### config.mk
export PLATFORM = sky130hd
export DESIGN_NAME = dram_sched
export DESIGN_NICKNAME = d
export VERILOG_FILES = /design/src/rtl/dram_sched_pkg.sv /design/src/rtl/wb_buffer.sv /design/src/rtl/dram_sched.sv
export SDC_FILE = /design/constraint.sdc
export NUM_CORES = 1
export LEC_CHECK = 0
export BUFFER_PORTS_ARGS = -buffer_cell sky130_fd_sc_hd__clkbuf_2
export CAP_MARGIN = 0
export CORE_ASPECT_RATIO = 2
export CORE_MARGIN = 5
export CORE_UTILIZATION = 60
export CTS_CLUSTER_SIZE = 16
export DETAILED_ROUTE_END_ITERATION = 12
export PLACE_DENSITY = 0.83
export SKIP_LAST_GASP = 1
export SLEW_MARGIN = 25
export SYNTH_ARGS = -nofsm -noshare
export SYNTH_HDL_FRONTEND = slang
export SYNTH_SLANG_ARGS = --single-unit
### constraint.sdc
create_clock -name clk -period 13.07 [get_ports clk]
set_clock_uncertainty 0.1 [all_clocks]
set_input_delay 1.307 -clock clk [delete_from_list [all_inputs] [get_ports clk]]
set_output_delay 1.307 -clock clk [all_outputs]
set_load 0.03 [all_outputs]
### src/rtl/dram_sched_pkg.sv
// Shared types and constants for the L2-to-DRAM write-buffering scheduler.
package dram_sched_pkg;

  localparam int BLK_OFF_BITS = 4;
  localparam int TAG_W        = 28;
  localparam int BLK_W        = 128;

  typedef enum logic [1:0] {
    IDLE   = 2'd0,
    RD_MEM = 2'd1,
    DRAIN  = 2'd2,
    RESP   = 2'd3
  } state_t;

  typedef struct packed {
    logic [TAG_W-1:0] tag;
    logic [BLK_W-1:0] data;
  } wb_entry_t;

endpackage

### src/rtl/wb_buffer.sv
// Circular write-back FIFO with a parallel tag CAM and an in-place data update port.
// Optional hit_data output exists only when DRAM_SCHED_FWD_EN is defined.
module wb_buffer
  import dram_sched_pkg::*;
#(
  parameter int DEPTH = 4
) (
  input  logic                      clk,
  input  logic                      reset,
  input  logic                      push,
  input  logic [TAG_W-1:0]          push_tag,
  input  logic [BLK_W-1:0]          push_data,
  input  logic                      pop,
  input  logic                      upd,
  input  logic [$clog2(DEPTH)-1:0]  upd_idx,
  input  logic [BLK_W-1:0]          upd_data,
  input  logic [TAG_W-1:0]          lookup_tag,
  output logic                      hit,
  output logic [$clog2(DEPTH)-1:0]  hit_idx,
`ifdef DRAM_SCHED_FWD_EN
  output logic [BLK_W-1:0]          hit_data,
`endif
  output logic [TAG_W-1:0]          head_tag,
  output logic [BLK_W-1:0]          head_data,
  output logic                      full,
  output logic                      empty,
  output logic [$clog2(DEPTH):0]    count
);

  localparam int IDX_W = $clog2(DEPTH);
  localparam int CNT_W = IDX_W + 1;

  wb_entry_t          entry_r [DEPTH];
  logic [DEPTH-1:0]   valid_r;
  logic [IDX_W-1:0]   head_r;
  logic [IDX_W-1:0]   tail_r;
  logic [CNT_W-1:0]   count_r;
  logic [DEPTH-1:0]   match_s;
  logic [IDX_W-1:0]   hit_idx_s;

  // Tag CAM: tags are unique, so OR-ing the matching indices yields the hit index.
  always_comb begin
    match_s   = '0;
    hit_idx_s = '0;
    for (int i = 0; i < DEPTH; i++) begin
      match_s[i] = valid_r[i] && (entry_r[i].tag == lookup_tag);
      hit_idx_s  = hit_idx_s | (match_s[i] ? i[IDX_W-1:0] : {IDX_W{1'b0}});
    end
  end

  assign hit       = |match_s;
  assign hit_idx   = hit_idx_s;
`ifdef DRAM_SCHED_FWD_EN
  assign hit_data  = entry_r[hit_idx_s].data;
`endif
  assign head_tag  = entry_r[head_r].tag;
  assign head_data = entry_r[head_r].data;
  assign count     = count_r;
  assign full      = (count_r == CNT_W'(DEPTH));
  assign empty     = (count_r == {CNT_W{1'b0}});

  // Pointer, occupancy and valid-bit bookkeeping; push and pop are mutually exclusive.
  always_ff @(posedge clk) begin
    if (reset) begin
      head_r  <= '0;
      tail_r  <= '0;
      count_r <= '0;
      valid_r <= '0;
    end else begin
      case ({push, pop})
        2'b10: begin
          valid_r[tail_r] <= 1'b1;
          tail_r          <= tail_r + IDX_W'(1'b1);
          count_r         <= count_r + CNT_W'(1'b1);
        end
        2'b01: begin
          valid_r[head_r] <= 1'b0;
          head_r          <= head_r + IDX_W'(1'b1);
          count_r         <= count_r - CNT_W'(1'b1);
        end
        default: begin
          count_r <= count_r;
        end
      endcase
    end
  end

  // Entry storage; contents need no reset because valid bits gate every use.
  always_ff @(posedge clk) begin
    if (push) begin
      entry_r[tail_r].tag  <= push_tag;
      entry_r[tail_r].data <= push_data;
    end
    if (upd) begin
      entry_r[upd_idx].data <= upd_data;
    end
  end

endmodule

### src/rtl/dram_sched.sv
// Scheduler between the L2 DRAM port and DRAM: posted/coalesced writes, read priority, FIFO drain.
// Define DRAM_SCHED_FWD_EN to return read hits straight from the write buffer.
module dram_sched
  import dram_sched_pkg::*;
#(
  parameter int WB_DEPTH = 4
) (
  input  logic                        clk,
  input  logic                        reset,
  input  logic                        l2_valid,
  input  logic                        l2_write,
  input  logic [31:0]                 l2_addr,
  input  logic [127:0]                l2_wdata,
  output logic [127:0]                l2_rdata,
  output logic                        l2_ready,
  output logic                        mem_valid,
  output logic                        mem_write,
  output logic [31:0]                 mem_addr,
  output logic [127:0]                mem_wdata,
  input  logic [127:0]                mem_rdata,
  input  logic                        mem_ready,
  output logic [$clog2(WB_DEPTH):0]   wb_count
);

  localparam int IDX_W = $clog2(WB_DEPTH);

  state_t             state_r;
  state_t             state_next_s;
  logic [TAG_W-1:0]   req_tag_s;
  logic               push_s;
  logic               pop_s;
  logic               upd_s;
  logic               hit_s;
  logic [IDX_W-1:0]   hit_idx_s;
  logic [TAG_W-1:0]   head_tag_s;
  logic [BLK_W-1:0]   head_data_s;
  logic               full_s;
  logic               empty_s;
  logic [BLK_W-1:0]   rdata_next_s;
  logic               unused_addr_s;
`ifdef DRAM_SCHED_FWD_EN
  logic [BLK_W-1:0]   hit_data_s;
`endif

  assign req_tag_s     = l2_addr[31:BLK_OFF_BITS];
  assign unused_addr_s = ^l2_addr[BLK_OFF_BITS-1:0];

  wb_buffer #(.DEPTH(WB_DEPTH)) u_wb (
    .clk        (clk),
    .reset      (reset),
    .push       (push_s),
    .push_tag   (req_tag_s),
    .push_data  (l2_wdata),
    .pop        (pop_s),
    .upd        (upd_s),
    .upd_idx    (hit_idx_s),
    .upd_data   (l2_wdata),
    .lookup_tag (req_tag_s),
    .hit        (hit_s),
    .hit_idx    (hit_idx_s),
`ifdef DRAM_SCHED_FWD_EN
    .hit_data   (hit_data_s),
`endif
    .head_tag   (head_tag_s),
    .head_data  (head_data_s),
    .full       (full_s),
    .empty      (empty_s),
    .count      (wb_count)
  );

  // Next-state and buffer-control decode; IDLE applies the request priority order.
  always_comb begin
    state_next_s = state_r;
    push_s       = 1'b0;
    pop_s        = 1'b0;
    upd_s        = 1'b0;
    rdata_next_s = l2_rdata;
    case (state_r)
      IDLE: begin
        if (l2_valid && !l2_write && hit_s) begin
`ifdef DRAM_SCHED_FWD_EN
          rdata_next_s = hit_data_s;
          state_next_s = RESP;
`else
          // Keep draining until the matching tag has left the buffer.
          state_next_s = DRAIN;
`endif
        end else if (l2_valid && !l2_write) begin
          state_next_s = RD_MEM;
        end else if (l2_valid && hit_s) begin
          upd_s        = 1'b1;
          state_next_s = RESP;
        end else if (l2_valid && !full_s) begin
          push_s       = 1'b1;
          state_next_s = RESP;
        end else if (l2_valid || !empty_s) begin
          state_next_s = DRAIN;
        end else begin
          state_next_s = IDLE;
        end
      end
      RD_MEM: begin
        if (mem_ready) begin
          rdata_next_s = mem_rdata;
          state_next_s = RESP;
        end else begin
          state_next_s = RD_MEM;
        end
      end
      DRAIN: begin
        if (mem_ready) begin
          pop_s        = 1'b1;
          state_next_s = IDLE;
        end else begin
          state_next_s = DRAIN;
        end
      end
      RESP: begin
        state_next_s = IDLE;
      end
      default: begin
        state_next_s = IDLE;
      end
    endcase
  end

  // State register and registered outputs, all derived from the upcoming state.
  always_ff @(posedge clk) begin
    if (reset) begin
      state_r   <= IDLE;
      l2_ready  <= 1'b0;
      l2_rdata  <= '0;
      mem_valid <= 1'b0;
      mem_write <= 1'b0;
      mem_addr  <= '0;
      mem_wdata <= '0;
    end else begin
      state_r   <= state_next_s;
      l2_ready  <= (state_next_s == RESP);
      l2_rdata  <= rdata_next_s;
      mem_valid <= (state_next_s == RD_MEM) || (state_next_s == DRAIN);
      if (state_next_s == RD_MEM) begin
        mem_write <= 1'b0;
        mem_addr  <= {req_tag_s, {BLK_OFF_BITS{1'b0}}};
      end else if (state_next_s == DRAIN) begin
        mem_write <= 1'b1;
        mem_addr  <= {head_tag_s, {BLK_OFF_BITS{1'b0}}};
        mem_wdata <= head_data_s;
      end
    end
  end

endmodule
==> Word level (Yosys, flattened, before mapping) <==
Memories as Yosys holds them, arrays and structs flattened. A register that Yosys moved wholly into a read port is not among the register bits.
Index checks and enable logic that the tools add are counted.
{ "word_totals": {"output_inout_bits": 294, "wordCells": 102, "memories": 1, "mem_bits_rw": 624, "register_bits": 300, "inputBits": 293} }
{ "op_classes": {"n_bitwise": 6, "reduce_logical": 24, "add_sub_neg": 4, "eq_ne": 13, "magnitude_cmp": 4, "n_mux": 39} }
{ "mem_list": {"columns": ["memory", "words", "width", "rd", "rd_ports_with_merged_regs", "write_ports", "line_no", "rtl"], "rows": [
  ["u_wb.entry_r", 4, 156, 5, 1, 1, "wb_buffer.sv:33", "wb_entry_t entry_r [DEPTH];"]
]} }
{ "op_table": {"columns": ["operator", "n"], "rows": [
  ["$mux W156", 1],
  ["$reduce_or A156 Y1", 1],
  ["$eq A28 B28 Y1", 4],
  ["$mux W32", 2],
  ["$mux W2", 13],
  ["$mux W1", 18],
  ["$eq A2 B2 Y1 const B", 5],
  ["$logic_and A1 B1 Y1", 10],
  ["$pmux W2 S4", 1],
  ["$pmux W4 S2", 1],
  ["$eq A2 B1 Y1 const B", 3],
  ["$lt A2 B3 Y1 const B", 2],
  ["$pmux W3 S2", 1],
  ["$add A2 B1 Y2 const B", 2],
  ["$and A4 B4 Y4", 1],
  ["$demux W1 S2", 2],
  ["$ge A2 B1 Y1 const B", 2],
  ["$not A4 Y4", 1],
  ["$or A2 B2 Y2", 2],
  ["$or A4 B4 Y4", 1],
  ["$reduce_and A2 Y1", 2],
  ["$reduce_bool A2 Y1", 2],
  ["$reduce_or A4 Y1", 1],
  ["$add A3 B1 Y3 const B", 1],
  ["8 further kinds", 11]
]} }

==> Depth between registers and ports, before layout <==
An unclocked memory read counts as a cell.
{ "depth": {"depth_word": 13, "mapped_depth": 15, "ltp_nobuf": 13} }

==> Hierarchy <==
A second synthesis with hierarchy kept.
{ "unflattened": {"hier_cells": 3907, "area_unflattened_um2": 42603.4} }
{ "by_module_without_submodules": {"columns": ["module", "seq_area_each_um2", "instances", "cells_each", "area_per_inst_um2"], "rows": [
  ["wb_buffer", 18998.2, 1, 2778, 31996.9],
  ["dram_sched", 5785.5, 1, 1129, 10606.4]
]} }

==> Least setup slack after synthesis <==
Ideal clock, no wire load.
{ "synth_path": {"path_kind": "input to register", "from": "in l2_addr[8]", "to": "mem u_wb.entry_r[0][0] in the netlist's numbering (enable)", "stages": 8, "setup_slack_ns": 3.927, "arrival_time_ns": 8.426, "required_time_ns": 12.353, "n_path_buf": 1, "setup_ns": 0.617, "path_cell_list": "buf_6 xor2_1 or4_1 nor4_2 a22oi_1 a21boi_2 mux2_2 nor2_1"} }
{ "synth_via": {"elab_chain_cells": 12, "elab_cells_between_ends": 31, "classes_between": "eq/ne (4); mux (17); bitwise (2); reduce/logical (8)"} }
{ "synth_rtl": {"columns": ["element", "line_no", "rtl"], "rows": [
  ["from (decl)", "dram_sched.sv:12", "input logic [31:0] l2_addr,"],
  ["$eq A28 B28 Y1", "wb_buffer.sv:46", "match_s[i] = valid_r[i] && (entry_r[i].tag == lookup_tag);"],
  ["$logic_and A1 B1 Y1", "wb_buffer.sv:46", null],
  ["$reduce_or A4 Y1", "wb_buffer.sv:51", "assign hit = |match_s;"],
  ["$logic_and A1 B1 Y1", "dram_sched.sv:90", "end else if (l2_valid && hit_s) begin"],
  ["$mux W1", "dram_sched.sv:90", null],
  ["$mux W1", "dram_sched.sv:88", "end else if (l2_valid && !l2_write) begin"],
  ["$mux W1", "dram_sched.sv:80", "if (l2_valid && !l2_write && hit_s) begin"],
  ["$mux W1", "dram_sched.sv:78", "case (state_r)"],
  ["$mux W1", "wb_buffer.sv:94", "if (upd) begin"],
  ["$mux W1 (implied by the code)", "wb_buffer.sv:95", "entry_r[upd_idx].data <= upd_data;"],
  ["$reduce_or A156 Y1 (no source line)", null, null],
  ["$mux W2 (no source line)", null, null],
  ["to (decl)", "wb_buffer.sv:33", null]
]} }
Parallel ways exist; a longest one is shown, timed or not.

==> Worst setup path after layout <==
{ "layout_path": {"from": "in l2_addr[11]", "to": "mem u_wb.entry_r[0][117] in the netlist's numbering (enable)"} }
Same word-level chain as after synthesis.

==> flow_summary.ini <==
[outcome]
outcome = finished clean

[synthesis]
yosys.area.top_type = edfxtp_1
ys_types = 39
ys.warnings.count = 0
yosys.area.top_type_share_pct = 53.18
ys_ff_latch = 926
yosys-top-cells-area = edfxtp_1 53%, dfxtp_1 17%, mux4_2 10%
syn_inst = 2309
yosysSeqAreaShare_pct = 70.34
syn_avg_cell_area_um2 = 15.26
syn_area_um2 = 35230

[worst_setup_path]
path_common_cell = buf_4
rr_startpoint = u_wb.entry_r[2][135]$_DFFE_PP_
required_ps = 13210
worst_ep_arrival_time_ps = 6120
startpoint = l2_addr[11]
worstReg2RegEnd = u_wb.entry_r[0][117]$_DFFE_PP_
regToRegSetupSlack_ps = 7580
path_depth = 10
critPathTopFamily = buffers and inverters
crit_type = input port to flip-flop
reg2reg_depth = 9
start_kind = input port
cp_max_fo = 65
path_cells = clkbuf_2, xnor2_1, nand4_1, nor4_1, a22oi_1, a21boi_2, mux2_2, nor2_4, buf_4, buf_4
setup.worst_path.end = u_wb.entry_r[0][117]$_DFFE_PP_
slowest_stage = buf_4
crit_buf_inv = 3
max_stage_delay_ps = 920
end_kind = flip-flop

[cts]
hold_buffers = 0
clockBufferDepth = 3
cts-root-buf = clkbuf_16
cts_tree = built
post_cts_buffers = 0
clkTransAtPathRegs_ps = 70
cts_resized = 0
clock-sinks = 926
insertion_delay_ps = 620
htree_levels = 3
cts_buffers = 76

[floorplanning]
dieArea_um2 = 63960
start_util_pct = 60.56
core-area_um2 = 58180
io-pin-count = 587
row_count = 125
die_width_um = 181.4
die_h_um = 352.7

[timing]
worst_hold_slack_ps = 353.0
final.setup.tns_ps = 0
min_period_over_period_pct = 45.82
drv_slew = 0
setup_viol = 0
worst_pin_slew_ps = 1045
rsz0062_at_grt = false
final.min_clock_period_ps = 5988
hold_viol_final = 0
maxSlewHeadroom_pct = 30.36
max_freq_mhz = 167.0

[global_routing]
grt_remaining_overflow = 0
antenna_found_initial = 28
grt_pass1_vias = 22260
grt_max_degree = 161
grt_pass1_wl_um = 142100
grt_use_total_pct = 29.51

[placed_design]
gp_congestion = 0.9496
post-dp-hpwl_um = 65630
io_buffers = 578

[min_path]
hp-class = flip-flop to flip-flop

[drt]
drt-wirelength-per-cell_um = 26.16
drc = 0
wirelength_um = 96370
drt_iter0_markers = 1923
dr.pass1.iters = 6
avgViaCountPerCell = 5.878
final_antenna_net_count = 0
vias = 21660

[power]
p_leak_uw = 0.01482
powerDensity_nw_per_um2 = 160.3
ir_worst_vdd_uv = 215.2

[layout]
multi_input_area_um2 = 9809
fill_cells = 3757
area_delta_synth_final_pct = 17.21
nets = 3149
drive_above_1_share_pct = 30.98
seqCellArea_um2 = 24790

[job]
max_cap_violations = 0
==> worst min-delay path by stage <==
stage                                  from  slack, ps                           end  cells after the start
2_1_floorplan  u_wb.valid_r[0]$_SDFFE_PP0P_        390  u_wb.valid_r[0]$_SDFFE_PP0P_                      2
3_3_place_gp      l2_rdata[41]$_SDFFE_PP0P_        340     l2_rdata[41]$_SDFFE_PP0P_                      2
3_5_place_dp      l2_rdata[60]$_SDFFE_PP0P_        350     l2_rdata[60]$_SDFFE_PP0P_                      2
4_1_cts          l2_rdata[126]$_SDFFE_PP0P_        360    l2_rdata[126]$_SDFFE_PP0P_                      2
5_1_grt           l2_rdata[69]$_SDFFE_PP0P_        380     l2_rdata[69]$_SDFFE_PP0P_                      2
6_report          l2_rdata[60]$_SDFFE_PP0P_        350     l2_rdata[60]$_SDFFE_PP0P_                      2
==> worst reg2reg max path: cells and delay by family, from the launching register on <==
kind | cells | cell delay (ps)
buffers and inverters | 2 | 1750
xor gates and xnor gates | 1 | 460
muxes | 1 | 440
and+or+nand+nor | 3 | 1330
AOI/OAI and AO/OA | 2 | 580
DFF | 1 | 410
==> metrics by stage <==
step,total power [uW],area (um^2),std cells,worst slack (ps),util (%)
3_5_place_dp,4388,38700,3523,6458,66.51
3_3_place_gp,4357,38690,3523,6492,66.50
4_1_cts,6669,41210,3663,7130,70.83
5_1_grt,6863,41280,3676,7021,70.94
6_report,6622,41300,3684,7082,70.98
2_1_floorplan,4062,35240,2312,3927,-
==> kinds of logic (layout without fill, tap and decap cells) <==
logic type / Yosys count / after routing / synth area share [%]
muxes: 321 / 321 / 14.67
and+or+nand+nor: 583 / 583 / 6.829
DFF: 926 / 926 / 70.34
buffers and inverters: 166 / 756 / 2.053
other: 1 / 24 / 0.01064
AOI/OAI and AO/OA: 178 / 178 / 2.592
adders and majority gates: 16 / 16 / 0.5682
xor gates and xnor gates: 118 / 118 / 2.933
==> per-layer routing <==
| layer | global-route usage [%] | vias to the layer above | part of all wire (%) | routed length [um] |
|---|---|---|---|---|
| met1 | 33.52 | 10710 | 34 | 32300 |
| met4 | 15.19 | 14 | 5.9 | 5731 |
| met3 | 8.710 | 256 | 9.2 | 8907 |
| met2 | 50.48 | 1106 | 51 | 49330 |
| met5 | 0 | - | 0.10 | 97 |
| li1 | - | 9573 | - | - |
==> cell usage in the layout, fill, tap and decap left out, types with 14 or more instances in the layout <==
cell type / instances
nor4_1: 14
clkinv_2: 16
diode_2: 20
edfxtp_1: 624
mux2i_1: 162
nor2_1: 212
ha_1: 15
xnor2_1: 100
dfxtp_1: 300
buf_4: 20
xor2_1: 18
a21oi_1: 165
clkbuf_1: 20
mux4_2: 156
nand2_1: 281
clkbuf_16: 78
clkbuf_2: 577
nand4_1: 35
==> cell usage after synthesis <==
cell type,count
mux2i_1,162
nor4_1,14
nor4_2,2
inv_1,12
nand3b_1,1
mux4_2,156
a21boi_2,1
nor2_1,217
nor3b_1,3
and3_1,1
nand4_1,35
buf_1,17
nand2b_1,2
edfxtp_1,624
ha_1,16
nor2b_1,1
o31ai_1,1
conb_1,1
a21oi_1,165
a22oi_1,2
a31oi_1,1
buf_6,4
dfxtp_1,302
buf_4,4
nor3_1,6
clkbuf_1,92
o21ai_0,6
and3_2,1
xor2_1,18
or4_1,4
buf_2,36
or3_1,2
or2_2,4
mux2_2,3
nand2_1,281
a2111oi_0,2
xnor2_1,100
nand3_1,9
clkbuf_8,1
==> where the power goes <==
group	switching [uW]	total [uW]	leakage (uW)	internal [uW]
sequential	87.4	3360	0.00811	3270
clock	1030	2290	0.00124	1260
combinational	637	973	0.00547	337
==> sequential cells by signal, summed over array words and instances, names as in the netlist, named ones only <==
name and count:
l2_rdata 128, l2_ready 1, mem_addr 28, mem_valid 1, mem_wdata 128, mem_write 1
state_r 2, u_wb.count 3, u_wb.entry_r 624, u_wb.head_r 2, u_wb.tail_r 2, u_wb.valid_r 4
==> layout make-up <==
class | instances | share of cell area [%]
Clock inverter | 31 | 0.8029
Sequential cell | 926 | 60.03
Clock buffer | 109 | 5.275
Tap cell | 762 | 2.309
Multi-Input combinational cell | 1220 | 23.75
Timing Repair Buffer | 604 | 7.596
Antenna cell | 20 | 0.1212
Inverter | 12 | 0.1091
Note: power is estimated with default switching activity, not from simulation.
